File: config.mk
export PLATFORM = sky130hd
export DESIGN_NAME = apb_master_arb
export DESIGN_NICKNAME = d
export VERILOG_FILES = /design/src/rtl/apb_arb_pkg.sv /design/src/rtl/apb_master_arb_rr_arbiter.sv /design/src/rtl/apb_master_arb.sv
export SDC_FILE = /design/constraint.sdc
export NUM_CORES = 1
export LEC_CHECK = 0
export BUFFER_PORTS_ARGS = -buffer_cell sky130_fd_sc_hd__buf_2
export CORE_AREA = 2 2 165 167
export CTS_BUF_LIST = sky130_fd_sc_hd__clkbuf_16
export CTS_CLUSTER_DIAMETER = 100
export DETAILED_ROUTE_END_ITERATION = 8
export DIE_AREA = 0 0 167 169
export GPL_TIMING_DRIVEN = 0
export HOLD_SLACK_MARGIN = 0.02
export PLACE_DENSITY = 0.55
export SLEW_MARGIN = 10
export SYNTH_ARGS = -nofsm -noshare
export SYNTH_HDL_FRONTEND = slang
export SYNTH_HIERARCHICAL = 1
export SYNTH_SLANG_ARGS = --single-unit
File: constraint.sdc
create_clock -name PCLK -period 4.1 [get_ports PCLK]
set_input_delay 0.82 -clock PCLK [delete_from_list [all_inputs] [get_ports PCLK]]
set_output_delay 0.82 -clock PCLK [all_outputs]
set_load 0.05 [all_outputs]
File: src/rtl/apb_arb_pkg.sv
// apb_arb_pkg: shared widths, FSM states and request record for apb_master_arb.
// Widths default to 32-bit address/data when the shared defines are absent.
`ifndef ADDR_WIDTH
`define ADDR_WIDTH 32
`endif
`ifndef DATA_WIDTH
`define DATA_WIDTH 32
`endif
`ifndef STRB_WIDTH
`define STRB_WIDTH 4
`endif

package apb_arb_pkg;
    localparam int ADDR_W = `ADDR_WIDTH;
    localparam int DATA_W = `DATA_WIDTH;
    localparam int STRB_W = `STRB_WIDTH;

    typedef enum logic [1:0] {IDLE, SETUP, ACCESS} apb_state_e;

    typedef struct packed {
        logic              write;
        logic [ADDR_W-1:0] addr;
        logic [DATA_W-1:0] wdata;
        logic [STRB_W-1:0] strb;
    } apb_req_t;
endpackage

File: src/rtl/apb_master_arb_rr_arbiter.sv
// rr_arbiter: picks the first set request at or after ptr_i, wrapping modulo NUM_REQ.
module rr_arbiter #(
    parameter int NUM_REQ = 4,
    parameter int ID_W    = $clog2(NUM_REQ)
) (
    input  logic [NUM_REQ-1:0] req_i,
    input  logic [ID_W-1:0]    ptr_i,
    input  logic               en_i,
    output logic [NUM_REQ-1:0] gnt_o,
    output logic [ID_W-1:0]    idx_o
);
    // Scan from the farthest offset down so the nearest requester overwrites the rest
    always_comb begin
        gnt_o = '0;
        idx_o = '0;
        for (int i = NUM_REQ - 1; i >= 0; i--) begin
            if (en_i && req_i[(int'(ptr_i) + i) % NUM_REQ]) begin
                gnt_o = '0;
                gnt_o[(int'(ptr_i) + i) % NUM_REQ] = 1'b1;
                idx_o = ID_W'((int'(ptr_i) + i) % NUM_REQ);
            end
        end
    end
endmodule

File: src/rtl/apb_master_arb.sv
// apb_master_arb: round-robin APB4 master sharing one slave port between NUM_REQ requesters.
// Define APB_ARB_TIMEOUT_EN to abandon ACCESS after TIMEOUT_CYCLES wait states.
module apb_master_arb
    import apb_arb_pkg::*;
#(
    parameter int NUM_REQ        = 4,
    parameter int ID_W           = $clog2(NUM_REQ),
    parameter int TIMEOUT_CYCLES = 16
) (
    input  logic                      PCLK,
    input  logic                      PRESETn,
    input  logic [NUM_REQ-1:0]        req_valid,
    output logic [NUM_REQ-1:0]        req_ready,
    input  logic [NUM_REQ-1:0]        req_write,
    input  logic [NUM_REQ*ADDR_W-1:0] req_addr,
    input  logic [NUM_REQ*DATA_W-1:0] req_wdata,
    input  logic [NUM_REQ*STRB_W-1:0] req_strb,
    output logic                      rsp_valid,
    output logic [ID_W-1:0]           rsp_id,
    output logic [DATA_W-1:0]         rsp_rdata,
    output logic                      rsp_err,
    output logic                      PSEL,
    output logic                      PENABLE,
    output logic                      PWRITE,
    output logic [ADDR_W-1:0]         PADDR,
    output logic [DATA_W-1:0]         PWDATA,
    output logic [STRB_W-1:0]         PSTRB,
    input  logic [DATA_W-1:0]         PRDATA,
    input  logic                      PREADY,
    input  logic                      PSLVERR
);
    apb_state_e         state_q, state_d;
    logic [ID_W-1:0]    rr_ptr_q, rr_ptr_d, id_q, id_d, rsp_id_q, rsp_id_d, gnt_idx;
    logic [NUM_REQ-1:0] gnt;
    apb_req_t           req_q, req_d, sel_req;
    logic               rsp_valid_q, rsp_valid_d, rsp_err_q, rsp_err_d;
    logic [DATA_W-1:0]  rsp_rdata_q, rsp_rdata_d;
    logic               done, abort;

    rr_arbiter #(.NUM_REQ(NUM_REQ), .ID_W(ID_W)) u_arb (
        .req_i (req_valid),
        .ptr_i (rr_ptr_q),
        .en_i  (state_q == IDLE),
        .gnt_o (gnt),
        .idx_o (gnt_idx)
    );

    // Reads carry zero data and strobes so the bus shows nothing stale
    always_comb begin
        sel_req = '0;
        for (int i = 0; i < NUM_REQ; i++) begin
            if (gnt[i]) begin
                sel_req.write = req_write[i];
                sel_req.addr  = req_addr[i*ADDR_W +: ADDR_W];
                sel_req.wdata = req_write[i] ? req_wdata[i*DATA_W +: DATA_W] : '0;
                sel_req.strb  = req_write[i] ? req_strb[i*STRB_W +: STRB_W] : '0;
            end
        end
    end

    assign done = (state_q == ACCESS) && PREADY;

`ifdef APB_ARB_TIMEOUT_EN
    localparam int CNT_W = $clog2(TIMEOUT_CYCLES + 1);
    logic [CNT_W-1:0] cnt_q, cnt_d;

    // Abort on the stalled cycle that brings the count to the limit; PREADY=1 wins
    assign cnt_d = (state_q == SETUP) ? '0 :
                   (state_q == ACCESS && !PREADY) ? cnt_q + 1'b1 : cnt_q;
    assign abort = (state_q == ACCESS) && !PREADY && (cnt_q == CNT_W'(TIMEOUT_CYCLES - 1));

    always_ff @(posedge PCLK or negedge PRESETn) begin
        if (!PRESETn) cnt_q <= '0;
        else          cnt_q <= cnt_d;
    end
`else
    assign abort = 1'b0;
`endif

    always_comb begin
        state_d     = state_q;
        rr_ptr_d    = rr_ptr_q;
        req_d       = req_q;
        id_d        = id_q;
        rsp_valid_d = done || abort;
        rsp_id_d    = (done || abort) ? id_q : rsp_id_q;
        rsp_rdata_d = done ? (req_q.write ? '0 : PRDATA) : abort ? '0 : rsp_rdata_q;
        rsp_err_d   = done ? PSLVERR : abort ? 1'b1 : rsp_err_q;
        case (state_q)
            IDLE: begin
                if (|gnt) begin
                    state_d  = SETUP;
                    req_d    = sel_req;
                    id_d     = gnt_idx;
                    rr_ptr_d = (gnt_idx == ID_W'(NUM_REQ - 1)) ? '0 : gnt_idx + 1'b1;
                end
            end
            SETUP:   state_d = ACCESS;
            ACCESS:  state_d = (done || abort) ? IDLE : ACCESS;
            default: state_d = IDLE;
        endcase
    end

    always_ff @(posedge PCLK or negedge PRESETn) begin
        if (!PRESETn) begin
            state_q     <= IDLE;
            rr_ptr_q    <= '0;
            req_q       <= '0;
            id_q        <= '0;
            rsp_valid_q <= 1'b0;
            rsp_id_q    <= '0;
            rsp_rdata_q <= '0;
            rsp_err_q   <= 1'b0;
        end else begin
            state_q     <= state_d;
            rr_ptr_q    <= rr_ptr_d;
            req_q       <= req_d;
            id_q        <= id_d;
            rsp_valid_q <= rsp_valid_d;
            rsp_id_q    <= rsp_id_d;
            rsp_rdata_q <= rsp_rdata_d;
            rsp_err_q   <= rsp_err_d;
        end
    end

    // The grant is combinational, so keep it quiet while reset is held
    assign req_ready = gnt & {NUM_REQ{PRESETn}};
    assign rsp_valid = rsp_valid_q;
    assign rsp_id    = rsp_id_q;
    assign rsp_rdata = rsp_rdata_q;
    assign rsp_err   = rsp_err_q;
    assign PSEL      = state_q != IDLE;
    assign PENABLE   = state_q == ACCESS;
    assign PWRITE    = req_q.write;
    assign PADDR     = req_q.addr;
    assign PWDATA    = req_q.wdata;
    assign PSTRB     = req_q.strb;
endmodule

==> flow_metrics.py <==
metrics = {
    "synthesis": {
        "ys_warn_count": 6,
        "synth_simple_gate_area_frac": 0.175,
        "ys_top_cells_by_area": "dfrtp_1, o21ai_0, and4b_1",
        "async_flop_share": 1.00,
        "synth.cell_area_sq_mm": 0.00676,
        "ys_seq_area_frac": 0.411,
        "synth_area_leader_cell": "dfrtp_1",
        "synth_compound_area_frac": 0.309,
        "synth_edf_count": 0,
        "muxShareOfSynthArea": 0.0292,
        "synth_top_family_by_area": "compound AO/OA/AOI/OAI gates",
        "netlist.area_leader.share": 0.411,
        "yosys_register_bits": 111,
        "ys_types": 45,
        "synthesis.nets": 1070,
        "syn-mean-instance-area_sq_um": 9.07,
        "synth-xor-area-share": 0,
        "synthAdderAreaFrac": 0.0148,
        "postSynthCellCount": 746,
        "synth_ff_type": "dfrtp_1",
    },
    "floorplanning": {
        "die_h_microns": 169,
        "coreArea_sq_mm": 0.0265,
        "rows": 60,
        "die_width_microns": 167,
        "initial_utilization": 0.255,
        "ios": 427,
        "die_area_sq_mm": 0.0282,
    },
    "cells_and_area": {
        "drive_gt1_frac": 0.426,
        "syn2layout_area_growth_pct": 46.2,
        "postLayoutCoreUtil": 0.373,
        "multi_input_comb_area_sq_mm": 0.00364,
        "fin_cells": 1538,
        "n_fill_cell": 2786,
        "seq_area_sq_mm": 0.00278,
        "nets": 1516,
    },
    "grt": {
        "grt_max_degree": 62,
        "gr-total-overflow": 0,
        "antenna_found_initial": 1,
        "grt_pass1_vias": 7972,
        "grtUsageTotal": 0.219,
        "grt_pass1_wl_mm": 47.4,
    },
    "worst_setup_path": {
        "crit_required_ns": 3.28,
        "ff2ff_setup_slack_ns": 0.32,
        "critPathMaxFanout": 10,
        "r2r_cells": 13,
        "critPathArrivalTime_ns": 3.22,
        "cp-start-kind": "register",
        "cp-end-kind": "output port",
        "crit_slowest_cell": "or3b_4",
        "critPathKind": "register to output port",
        "cp_slowest_stage_delay_ns": 0.38,
        "crit_chain": "buf_6, inv_4, ha_1, buf_4, or3b_4, a211oi_4, o21ai_2, a31oi_4, buf_6, clkbuf_16, clkbuf_16, and2_2, buf_8",
    },
    "sta": {
        "fmax_mhz": 247,
        "skew_ns": 0.00966,
        "final_max_slew_viol_count": 0,
        "finalSetupViolCount": 0,
        "layout_min_cycle_time_ns": 4.04,
        "fin_crit_sh": 0.986,
        "hold_viol_final": 0,
        "timing.final.ws_setup_ns": 0.0554,
        "setup-tns-final_ns": 0,
        "tightest_slew_ns": 0.813,
        "maxSlewHeadroom": 0.453,
        "rsz0062_at_grt": "true",
    },
    "clock_tree": {
        "clock-sinks": 111,
        "root_buffer": "clkbuf_16",
        "clock_latency_ns": 0.35,
        "htreeDepth": 3,
        "cts_buffer_depth": 2,
        "cts_tree": "built",
        "hold_buffers": 0,
        "cts_inserted_buffers": 9,
        "path_clk_slew_ns": 0.08,
    },
    "power_and_ir_drop": {
        "cellLeakagePower_nw": 4.86,
        "peakVddDrop_v": 0.000694,
        "powerDensity_mw_per_mm2": 1170,
    },
    "placed_design": {
        "dp_hpwl_mm": 25.3,
        "portBuffers": 424,
        "dp_cells": 1512,
        "dp_slack_ns": -1.76,
        "finalWeightedCongestion": 0.856,
    },
    "route": {
        "routed_via_density": 5.20,
        "drt_iter0_markers": 535,
        "wire_per_inst_microns": 21.0,
        "postRouteAntennaNets": 0,
        "firstDrtPassIters": 5,
        "vias": 7990,
        "remaining_drc_errors": 0,
        "totalWireLength_mm": 32.4,
    },
    "flow_run": {
        "maxCapViolCount": 0,
    },
    "outcome": {
        "status": "completed",
    },
    "worst_hold_path": {
        "hp-class": "input port to asynchronous set/reset pin",
    },
}
what timing repair did:
| item | 4_1_cts | 5_1_grt |
|---|---|---|
| setup endpoints to repair | 78 | 37 |
| pin swaps | 3 | 5 |
| resized for setup | 30 | 16 |
| setup buffers | 6 | 6 |
cell usage in the layout, fill, tap and decap left out, types with 11 or more instances in the layout:
cell type / instances
a21oi_1: 43
a221oi_1: 32
a22oi_1: 36
a31oi_1: 39
and3_1: 36
and4b_1: 36
buf_2: 434
buf_4: 14
clkbuf_1: 50
clkbuf_16: 11
dfrtp_1: 110
nand2_1: 41
nand2b_1: 36
o21ai_0: 104
o22ai_1: 33
o31ai_1: 32
report_power, final:
part           switching, mW  internal, mW
clock                  0.442         0.421
sequential             0.323          1.70
combinational           5.98          2.72
layout make-up:
| class | instances | share of cell area |
|---|---|---|
| well taps | 341 | 0.0432 |
| repair buffers | 437 | 0.230 |
| flip-flops and latches | 111 | 0.281 |
| clock inverters | 6 | 0.00544 |
| inverters | 8 | 0.00329 |
| plain buffers | 83 | 0.0458 |
| diodes | 1 | 0.000253 |
| multi-input cells | 542 | 0.368 |
| clock buffers | 9 | 0.0228 |
routing by layer:
| layer | global-route usage | up-vias | share of wire |
|---|---|---|---|
| met4 | 0.0768 | 2 | 0.030 |
| met3 | 0.0435 | 49 | 0.063 |
| met1 | 0.266 | 3821 | 0.41 |
| met5 | 0 | - | 0.00040 |
| met2 | 0.386 | 359 | 0.50 |
| li1 | - | 3759 | - |
through the flow:
step / power, mW / cell area (sq um) / hold WS, ns
2_1_floorplan: 7.78 / 6760 / 0.454
3_3_place_gp: 10.3 / 9310 / 0.460
3_5_place_dp: 10.4 / 9350 / 0.466
4_1_cts: 11.5 / 9790 / 0.446
5_1_grt: 12.4 / 9880 / 0.463
6_report: 11.6 / 9890 / 0.421
flip-flops by register name, indices dropped and copies added, names as in the netlist:
register / cells
PSTRB: 4
rsp_valid: 1
PWDATA: 32
rsp_id: 2
rsp_rdata: 32
rr_ptr_q: 2
rsp_err: 1
PWRITE: 1
state_q: 2
id_q: 2
PADDR: 32
synthesized netlist by cell type (2+ instances only):
cell type  count
buf_1          3
buf_6          5
a22oi_1       36
a221oi_1      32
o41ai_1        3
nand2_1       41
a211oi_2       2
or3b_1         2
buf_2         17
mux2_1         2
and4b_1       36
o21ai_1        3
mux2_2         8
nor2b_1        4
nor2_1        10
inv_1          7
mux4_2         2
nand2b_1      36
nand3b_1       4
ha_1           8
and3_1        36
a21oi_1       43
and2_1         5
mux2i_1        4
dfrtp_1      111
o21ai_0      106
o31ai_1       32
o22ai_1       33
a31oi_1       42
clkbuf_1      58
critical path: cells and delay by family (launching register included):
| family | cells | cell delay [ns] |
|---|---|---|
| AO/OA/AOI/OAI | 3 | 0.69 |
| AND/OR/NAND/NOR | 2 | 0.53 |
| buffers and inverters | 7 | 0.99 |
| adder cells (fa/ha/maj) | 1 | 0.27 |
| flip-flops | 1 | 0.37 |
final timing paths:
| check | endpoint | start |
|---|---|---|
| setup / recovery | req_ready[1] | rr_ptr_q[1] |
| hold / removal | rsp_rdata[14] | PRESETn |
| setup reg to reg | PADDR[26] | state_q[1] |
| hold reg to reg | rsp_rdata[28] | rsp_rdata[28] |
| max in group asynchronous | PADDR[1] | PRESETn |
| min in group PCLK | rsp_rdata[28] | rsp_rdata[28] |
cells by family after synthesis:
logic type / after synthesis
compound gates: 334
flops: 111
simple gates: 184
buf+inv: 93
fa+ha+maj: 8
mux: 16
Power figures use the tool's default switching activity.
